File: src/rtl/alu_share_arbiter_if.sv
// Request/response bundle between the two ALU requesters and alu_share_arbiter.
// Handshake: a transfer happens on a rising edge where valid and ready are both high.
interface alu_share_arbiter_if #(
  parameter int DATA    = 32,
  parameter int CONTROL = 3
);
  logic               req0_valid, req1_valid;
  logic               req0_ready, req1_ready;
  logic [DATA-1:0]    req0_a, req0_b, req1_a, req1_b;
  logic [CONTROL-1:0] req0_op, req1_op;
  logic               resp0_valid, resp1_valid;
  logic               resp0_ready, resp1_ready;
  logic [DATA-1:0]    resp0_result, resp1_result;
  logic               resp0_zero, resp1_zero;

  modport master (
    output req0_valid, req1_valid, req0_a, req0_b, req1_a, req1_b, req0_op, req1_op,
    output resp0_ready, resp1_ready,
    input  req0_ready, req1_ready,
    input  resp0_valid, resp1_valid, resp0_result, resp1_result, resp0_zero, resp1_zero
  );

  modport slave (
    input  req0_valid, req1_valid, req0_a, req0_b, req1_a, req1_b, req0_op, req1_op,
    input  resp0_ready, resp1_ready,
    output req0_ready, req1_ready,
    output resp0_valid, resp1_valid, resp0_result, resp1_result, resp0_zero, resp1_zero
  );
endinterface

File: src/rtl/alu_share_arbiter.sv
// Round-robin sequencer sharing one combinational ALU between two requesters:
// accept one op, drive the ALU from registered operands, return the captured result.
module alu_share_arbiter #(
  parameter int DATA    = 32,
  parameter int CONTROL = 3
) (
  input  logic               clk,
  input  logic               rst_n,
  alu_share_arbiter_if.slave bus,
  output logic [DATA-1:0]    alu_srca,
  output logic [DATA-1:0]    alu_srcb,
  output logic [CONTROL-1:0] alu_ctrl,
  input  logic [DATA-1:0]    alu_result,
  input  logic               alu_zero,
  output logic [1:0]         dbg_state
);

  typedef enum logic [1:0] {
    IDLE = 2'd0,
    EXEC = 2'd1,
    RESP = 2'd2
  } state_t;

  state_t          state;
  logic            last_grant;
  logic            owner;
  logic [DATA-1:0] result_q;
  logic            zero_q;
  logic            resp0_valid_q, resp1_valid_q;

  logic winner;
  logic accept;
  logic resp_take;

  // On a tie the requester that did not win last time goes first.
  always_comb begin
    winner = 1'b0;
    if (bus.req0_valid && bus.req1_valid) winner = ~last_grant;
    else if (bus.req1_valid)              winner = 1'b1;
  end

  // Ready is held low while reset is asserted so no requester sees a phantom accept.
  assign bus.req0_ready = rst_n && (state == IDLE) && bus.req0_valid && !winner;
  assign bus.req1_ready = rst_n && (state == IDLE) && bus.req1_valid &&  winner;
  assign accept         = bus.req0_ready || bus.req1_ready;
  assign resp_take      = owner ? bus.resp1_ready : bus.resp0_ready;

  always_ff @(posedge clk) begin
    if (!rst_n) begin
      state         <= IDLE;
      last_grant    <= 1'b1;
      owner         <= 1'b0;
      alu_srca      <= '0;
      alu_srcb      <= '0;
      alu_ctrl      <= '0;
      result_q      <= '0;
      zero_q        <= 1'b0;
      resp0_valid_q <= 1'b0;
      resp1_valid_q <= 1'b0;
    end else begin
      case (state)
        IDLE: begin
          if (accept) begin
            alu_srca   <= winner ? bus.req1_a  : bus.req0_a;
            alu_srcb   <= winner ? bus.req1_b  : bus.req0_b;
            alu_ctrl   <= winner ? bus.req1_op : bus.req0_op;
            owner      <= winner;
            last_grant <= winner;
            state      <= EXEC;
          end
        end
        EXEC: begin
          result_q      <= alu_result;
          zero_q        <= alu_zero;
          resp0_valid_q <= ~owner;
          resp1_valid_q <= owner;
          state         <= RESP;
        end
        RESP: begin
          if (resp_take) begin
            resp0_valid_q <= 1'b0;
            resp1_valid_q <= 1'b0;
            state         <= IDLE;
          end
        end
        default: state <= IDLE;
      endcase
    end
  end

  // Result and zero are shared; only the owner's valid qualifies them.
  assign bus.resp0_valid  = resp0_valid_q;
  assign bus.resp1_valid  = resp1_valid_q;
  assign bus.resp0_result = result_q;
  assign bus.resp1_result = result_q;
  assign bus.resp0_zero   = zero_q;
  assign bus.resp1_zero   = zero_q;
  assign dbg_state        = state;

endmodule

File: src/flat_wrapper.sv
// flat-port wrapper written by rule: the top's interface ports become plain ports
module alu_share_arbiter_flat 
#(
  parameter int DATA    = 32,
  parameter int CONTROL = 3
)
  (clk, rst_n, alu_srca, alu_srcb, alu_ctrl, alu_result, alu_zero, dbg_state, bus_req0_valid, bus_req1_valid, bus_req0_a, bus_req0_b, bus_req1_a, bus_req1_b, bus_req0_op, bus_req1_op, bus_resp0_ready, bus_resp1_ready, bus_req0_ready, bus_req1_ready, bus_resp0_valid, bus_resp1_valid, bus_resp0_result, bus_resp1_result, bus_resp0_zero, bus_resp1_zero);
  alu_share_arbiter_if #(.DATA(DATA), .CONTROL(CONTROL)) bus_i ();
  input  logic clk;
  input  logic rst_n;
  output logic [DATA-1:0] alu_srca;
  output logic [DATA-1:0] alu_srcb;
  output logic [CONTROL-1:0] alu_ctrl;
  input  logic [DATA-1:0] alu_result;
  input  logic alu_zero;
  output logic [1:0] dbg_state;
  input wire logic [$bits(bus_i.req0_valid)-1:0] bus_req0_valid;
  input wire logic [$bits(bus_i.req1_valid)-1:0] bus_req1_valid;
  input wire logic [$bits(bus_i.req0_a)-1:0] bus_req0_a;
  input wire logic [$bits(bus_i.req0_b)-1:0] bus_req0_b;
  input wire logic [$bits(bus_i.req1_a)-1:0] bus_req1_a;
  input wire logic [$bits(bus_i.req1_b)-1:0] bus_req1_b;
  input wire logic [$bits(bus_i.req0_op)-1:0] bus_req0_op;
  input wire logic [$bits(bus_i.req1_op)-1:0] bus_req1_op;
  input wire logic [$bits(bus_i.resp0_ready)-1:0] bus_resp0_ready;
  input wire logic [$bits(bus_i.resp1_ready)-1:0] bus_resp1_ready;
  output wire logic [$bits(bus_i.req0_ready)-1:0] bus_req0_ready;
  output wire logic [$bits(bus_i.req1_ready)-1:0] bus_req1_ready;
  output wire logic [$bits(bus_i.resp0_valid)-1:0] bus_resp0_valid;
  output wire logic [$bits(bus_i.resp1_valid)-1:0] bus_resp1_valid;
  output wire logic [$bits(bus_i.resp0_result)-1:0] bus_resp0_result;
  output wire logic [$bits(bus_i.resp1_result)-1:0] bus_resp1_result;
  output wire logic [$bits(bus_i.resp0_zero)-1:0] bus_resp0_zero;
  output wire logic [$bits(bus_i.resp1_zero)-1:0] bus_resp1_zero;
  assign bus_i.req0_valid = bus_req0_valid;
  assign bus_i.req1_valid = bus_req1_valid;
  assign bus_i.req0_a = bus_req0_a;
  assign bus_i.req0_b = bus_req0_b;
  assign bus_i.req1_a = bus_req1_a;
  assign bus_i.req1_b = bus_req1_b;
  assign bus_i.req0_op = bus_req0_op;
  assign bus_i.req1_op = bus_req1_op;
  assign bus_i.resp0_ready = bus_resp0_ready;
  assign bus_i.resp1_ready = bus_resp1_ready;
  assign bus_req0_ready = bus_i.req0_ready;
  assign bus_req1_ready = bus_i.req1_ready;
  assign bus_resp0_valid = bus_i.resp0_valid;
  assign bus_resp1_valid = bus_i.resp1_valid;
  assign bus_resp0_result = bus_i.resp0_result;
  assign bus_resp1_result = bus_i.resp1_result;
  assign bus_resp0_zero = bus_i.resp0_zero;
  assign bus_resp1_zero = bus_i.resp1_zero;
  alu_share_arbiter #(.DATA(DATA), .CONTROL(CONTROL)) u_core (.clk(clk), .rst_n(rst_n), .bus(bus_i), .alu_srca(alu_srca), .alu_srcb(alu_srcb), .alu_ctrl(alu_ctrl), .alu_result(alu_result), .alu_zero(alu_zero), .dbg_state(dbg_state));
endmodule
File: config.mk
export PLATFORM = sky130hd
export DESIGN_NAME = alu_share_arbiter_flat
export DESIGN_NICKNAME = d
export VERILOG_FILES = /design/src/rtl/alu_share_arbiter_if.sv /design/src/rtl/alu_share_arbiter.sv /design/src/flat_wrapper.sv
export SDC_FILE = /design/constraint.sdc
export NUM_CORES = 1
export LEC_CHECK = 0
export ABC_AREA = 1
export CAP_MARGIN = 20
export CORE_AREA = 10 10 135 137
export DETAILED_ROUTE_END_ITERATION = 8
export DIE_AREA = 0 0 145 147
export GPL_TIMING_DRIVEN = 1
export HOLD_SLACK_MARGIN = 0.06
export PLACE_DENSITY = 0.82
export SKIP_LAST_GASP = 1
export SYNTH_ARGS = -nofsm -noshare
export SYNTH_HDL_FRONTEND = slang
export SYNTH_SLANG_ARGS = --single-unit
File: constraint.sdc
create_clock -name clk -period 1.1 [get_ports clk]
set_clock_uncertainty 0.05 [all_clocks]
set_input_delay 0.165 -clock clk [delete_from_list [all_inputs] [get_ports clk]]
set_output_delay 0.165 -clock clk [all_outputs]
set_load 0.01 [all_outputs]
# Yosys cells after proc, flatten, opt, wreduce, memory -nomap -nowiden

Cells that the tools add are included.

Register bits: 106
Input bits: 173
Output and inout port bits: 139
Word-level logic and storage cells: 41

Reduce and logical (&&, ||, !) cells: 13
Equal/unequal tests: 4
Bitwise logic cells: 2
Muxes and demuxes: 12

Operators by type and width:

| operator           | count |
|---|---|
| $mux 32            | 2 |
| $logic_and 1x1->1  | 6 |
| $pmux 2 s3         | 1 |
| $reduce_and 2->1   | 3 |
| $mux 1             | 4 |
| $mux 2             | 2 |
| $ne 2x1->1 const B | 2 |
| $pmux 1 s2         | 2 |
| $mux 3             | 1 |
| $eq 2x1->1 const B | 1 |
| $eq 2x2->1 const B | 1 |
| $logic_not 2->1    | 1 |
| $not 1->1          | 2 |
| $reduce_bool 2->1  | 1 |
| $logic_not 1->1    | 1 |
| $logic_or 1x1->1   | 1 |

# Depth between registers and ports, before layout

Depth in word-level cells: 7
Gate-level depth with buffers: 9
Gate-level depth less buffers: 6

# Least setup slack after synthesis

OpenSTA, ideal clock, no wires.

Kind: register -> register
Start point: register u_core.state[1] (netlist: u_core.dbg_state[1])
End point: register u_core.alu_srcb[10]
Slack: -0.119 ns
Required time: 0.937 ns
Setup time: 0.113 ns
Clock period less this slack: 1.219 ns
Buffers on the path: 2
Data arrival time: 1.056 ns
Stages on the path, launching flop included: 7
Path through: dfxtp_1 nor2_1 nand3_2 buf_4 buf_4 nor2_1 nor2_1

Longest elaborated chain between the ends: 6
Elaborated cells between the ends (all ways): 8
Classes of those cells: reduce/logical: 8

Ends and longest elaborated chain:

| item                                                     | RTL line                                                                  | text |
|---|---|---|
| from (decl)                                              | alu_share_arbiter.sv:24                                                   | `state_t state;` |
| from (signal assigned)                                   | alu_share_arbiter.sv:50                                                   | `state <= IDLE;` |
| from (signal assigned)                                   | alu_share_arbiter.sv:69                                                   | `state <= EXEC;` |
| from (signal assigned)                                   | alu_share_arbiter.sv:77                                                   | `state <= RESP;` |
| $logic_not 2->1 *                                        | alu_share_arbiter.sv:43, alu_share_arbiter.sv:44, alu_share_arbiter.sv:61 |  |
| $logic_and 1x1->1                                        | alu_share_arbiter.sv:43, alu_share_arbiter.sv:44                          |  |
| $logic_and 1x1->1, on equally long branches (2 in a row) | alu_share_arbiter.sv:43, alu_share_arbiter.sv:44                          |  |
| $logic_or 1x1->1                                         | alu_share_arbiter.sv:45                                                   | `assign accept = bus.req0_ready \|\| bus.req1_ready;` |
| $reduce_and 2->1 (no line) *                             | n/a                                                                       |  |
| to (signal assigned)                                     | alu_share_arbiter.sv:65                                                   | `alu_srcb <= winner ? bus.req1_b : bus.req0_b;` |
| to (decl)                                                | alu_share_arbiter.sv:11                                                   | `output logic [DATA-1:0] alu_srcb,` |

Mark *: on every way between the ends. The rest lies on a longest branch, timed or not.
A chain may end at the register's enable or synchronous reset.

# Final worst setup path

Start point: register u_core.state[1] (netlist: u_core.dbg_state[1])
End point: output bus_req1_ready

Longest elaborated chain between the ends: 4

Ends and longest elaborated chain:

| item                           | RTL line                | text |
|---|---|---|
| $logic_not 2->1                | alu_share_arbiter.sv:44 | `assign bus.req1_ready = rst_n && (state == IDLE) && bus.req1_valid && winner;` |
| $logic_and 1x1->1 (3 in a row) | alu_share_arbiter.sv:44 |  |
| to (decl)                      | flat_wrapper.sv:28      | `output wire logic [$bits(bus_i.req1_ready)-1:0] bus_req1_ready;` |

Every way passes these cells.

==> results_dict.tcl <==
set metrics [dict create \
    finalHoldViolCount 0 \
    drtIter0Drc 304 \
    portBuffers 311 \
    rsz0062_at_grt "yes" \
    start_util_pct 34.5 \
    wl_per_cell_um 14.7 \
    p_per_area_nw_per_um2 1300 \
    setup_slack_ps -298 \
    layout-drive-gt1-share_pct 22.9 \
    rows 46 \
    cts_buffer_depth 2 \
    worst-path-max-fanout 2 \
    ys_warn_count 0 \
    gr-total-overflow 0 \
    avgSynthCellArea_um2 6.21 \
    via_count 5907 \
    cts.clk_slew.worst_paths_ps 70 \
    holdWs_ps 194 \
    root_buffer "clkbuf_16" \
    clock-sinks 106 \
    timing.rr.end "u_core.alu_srca[25]$_SDFFE_PN0P_" \
    setup_viol 110 \
    status "finished, violations left" \
    place_hpwl_um 15000 \
    worstSetupEndpointType "output pin" \
    tightest_slew_ps 400 \
    path_cells "nor3_4 > buf_4 > nand2_4 > inv_2 > buf_6" \
    ios 312 \
    p_leak_nw 4.51 \
    grt_pass1_wl_um 30300 \
    crit_slowest_cell "dfxtp_2" \
    syn_inst 867 \
    async_flop_share_pct 0 \
    hold_buffers 0 \
    numCtsBuffers 9 \
    place_congestion 0.788 \
    core_area_um2 15600 \
    grt_pass1_vias 5545 \
    firstDrtPassIters 4 \
    slew_viol_final 0 \
    ys_ff_latch 106 \
    dieArea_um2 21300 \
    power_w 0.0110 \
    hold_depth 4 \
    fillers 1554 \
    mostFrequentLayoutCells "nand2_1, nor2_1, clkdlybuf4s50_1" \
    setup_tns_ps -22410 \
    finalCriticalPeriod_ps 1400 \
    antenna_found_initial 2 \
    finish.instance_area_um2 8440 \
    mostFrequentLayoutCell "nand2_1" \
    max-vdd-ir-drop_mv 0.709 \
    post_dp_cell_area_um2 8520 \
    grt_max_degree 50 \
    fp.dieW_um 145 \
    routed_wl_um 20000 \
    drv_cap 0 \
    reg2reg_from "u_core.dbg_state[0]$_SDFFE_PN0P_" \
    cp.buffers_inverters 3 \
    slew_headroom_pct 73.3 \
    seq_area_frac_synth_pct 39.4 \
    clkLatencyLatePin_ps 340 \
    fp.dieH_um 147 \
    hold_class "in2reg" \
    drc_errors 0 \
    startpoint_type "register" \
    violations "negative setup slack" \
    synth-main-ff-cell "dfxtp_1" \
    vias_per_cell 4.33 \
    finalCritPeriodShare_pct 127 \
    area_growth_syn_to_layout_pct 56.9 \
    clock.fmax_ghz 0.715 \
    regToRegSetupSlack_ps -240 \
    syn_area_um2 5380 \
    synth.distinct_cells 17 \
    fin_nets 1314 \
    rr_worst_depth 7 \
    critPathTopFamily "flip-flops" \
    cts_max_level 3 \
    min_from "rst_n" \
    hold_end "u_core.bus.resp0_valid$_SDFFE_PN0P_" \
    critPathRequiredTime_ps 880 \
    synth_edf_count 0 \
    grt_usage_pct 17.4 \
    synth_nets 1040 \
    critPathArrivalTime_ps 1180 \
    cts_tree "yes" \
    slowest_delay_ps 340 \
    drtAntennaViolNets 0 \
    path_class "reg2out" \
]
-- state kept, by name, summed over array words and instances (netlist names) --
name	flops
u_core.bus.resp0_zero	1
u_core.bus.resp0_result	32
u_core.bus.resp1_valid	1
u_core.dbg_state	2
u_core.bus.resp0_valid	1
u_core.alu_srcb	32
u_core.alu_ctrl	3
u_core.last_grant	1
u_core.owner	1
u_core.alu_srca	32
-- synthesized netlist by cell type (4+ instances only) --
cell type	instances	share of area [%]
inv_1	74	5.2
nand2_1	281	20
nand3_1	69	6.4
inv_2	4	0.28
buf_6	10	2.1
dfxtp_1	106	39
a21oi_1	4	0.37
clkbuf_1	18	1.3
o21ai_0	33	3.1
buf_4	41	5.7
nor2_1	204	14
buf_2	16	1.5
-- worst max-delay path by stage --
stage | from | end | slack [ps] | depth (start not counted)
after floorplan | u_core.dbg_state[0]$_SDFFE_PN0P_ | u_core.alu_srca[2]$_SDFFE_PN0P_ | -20 | 6
after global placement | bus_req0_valid | bus_req0_ready | -680 | 6
after detailed placement | bus_req0_valid | bus_req0_ready | -710 | 6
after CTS | u_core.dbg_state[1]$_SDFFE_PN0P_ | bus_req1_ready | -320 | 5
after global routing | u_core.dbg_state[1]$_SDFFE_PN0P_ | bus_req0_ready | -380 | 4
final | u_core.dbg_state[1]$_SDFFE_PN0P_ | bus_req1_ready | -300 | 5
-- where the power goes --
group / internal, W / switching [W] / leakage [nW] / total (W)
logic: 0.00158 / 0.00168 / 3.48 / 0.00326
clock network: 0.00183 / 0.00143 / 0.143 / 0.00326
registers: 0.00425 / 0.000218 / 0.887 / 0.00447
-- what timing repair did --
| item | 4_1_cts | 5_1_grt |
|---|---|---|
| buffers inserted | 1 | 3 |
| setup endpoints to repair | 245 | 111 |
| resized for setup | 605 | 32 |
| endpoints found under the hold margin | 0 | 0 |
| pin swaps | 1 | 2 |
| cloned | 0 | 5 |
-- routing by layer --
layer | share of wire, % | global-route usage (%) | vias up
met4 | 1.3 | 4.70 | 2
met2 | 50 | 29.9 | 193
met1 | 41 | 20.1 | 2587
met3 | 7.5 | 6.14 | 19
met5 | 0.065 | 0 | -
li1 | - | - | 3106
-- cell type report --
type | instances | area, µm² | area share (%)
Antenna cell | 1 | 2.50 | 0.0296
Tap cell | 216 | 270 | 3.20
Multi-Input combinational cell | 596 | 2480 | 29.3
Clock inverter | 4 | 51.3 | 0.608
Timing Repair Buffer | 350 | 2930 | 34.7
Sequential cell | 106 | 2170 | 25.7
Clock buffer | 12 | 246 | 2.92
Inverter | 78 | 298 | 3.53
-- kinds of logic (layout without fill, tap and decap cells) --
family / Yosys count / in the layout / synth area share (%)
and+or+nand+nor: 559 / 559 / 41.0
buffers and inverters: 165 / 444 / 16.1
DFF: 106 / 106 / 39.4
AOI/OAI and AO/OA: 37 / 37 / 3.44
other: 0 / 1 / 0
-- worst reg2reg max path, stage by stage (launching register included) --
cell and delay (ps):
dfxtp_4 360, buf_6 120, nor2_2 140, nand3_4 140, buf_12 220, nand2_1 100
nand2_1 40, nor2_1 110
-- metrics by stage --
stage,std cells,util [%],worst slack [ps]
2_1_floorplan,867,-,-17.0
3_3_place_gp,1337,54.6,-683
3_5_place_dp,1337,54.6,-708
4_1_cts,1354,52.7,-315
5_1_grt,1363,54.1,-375
6_report,1363,54.1,-298
(Power assumes the default switching activity.)
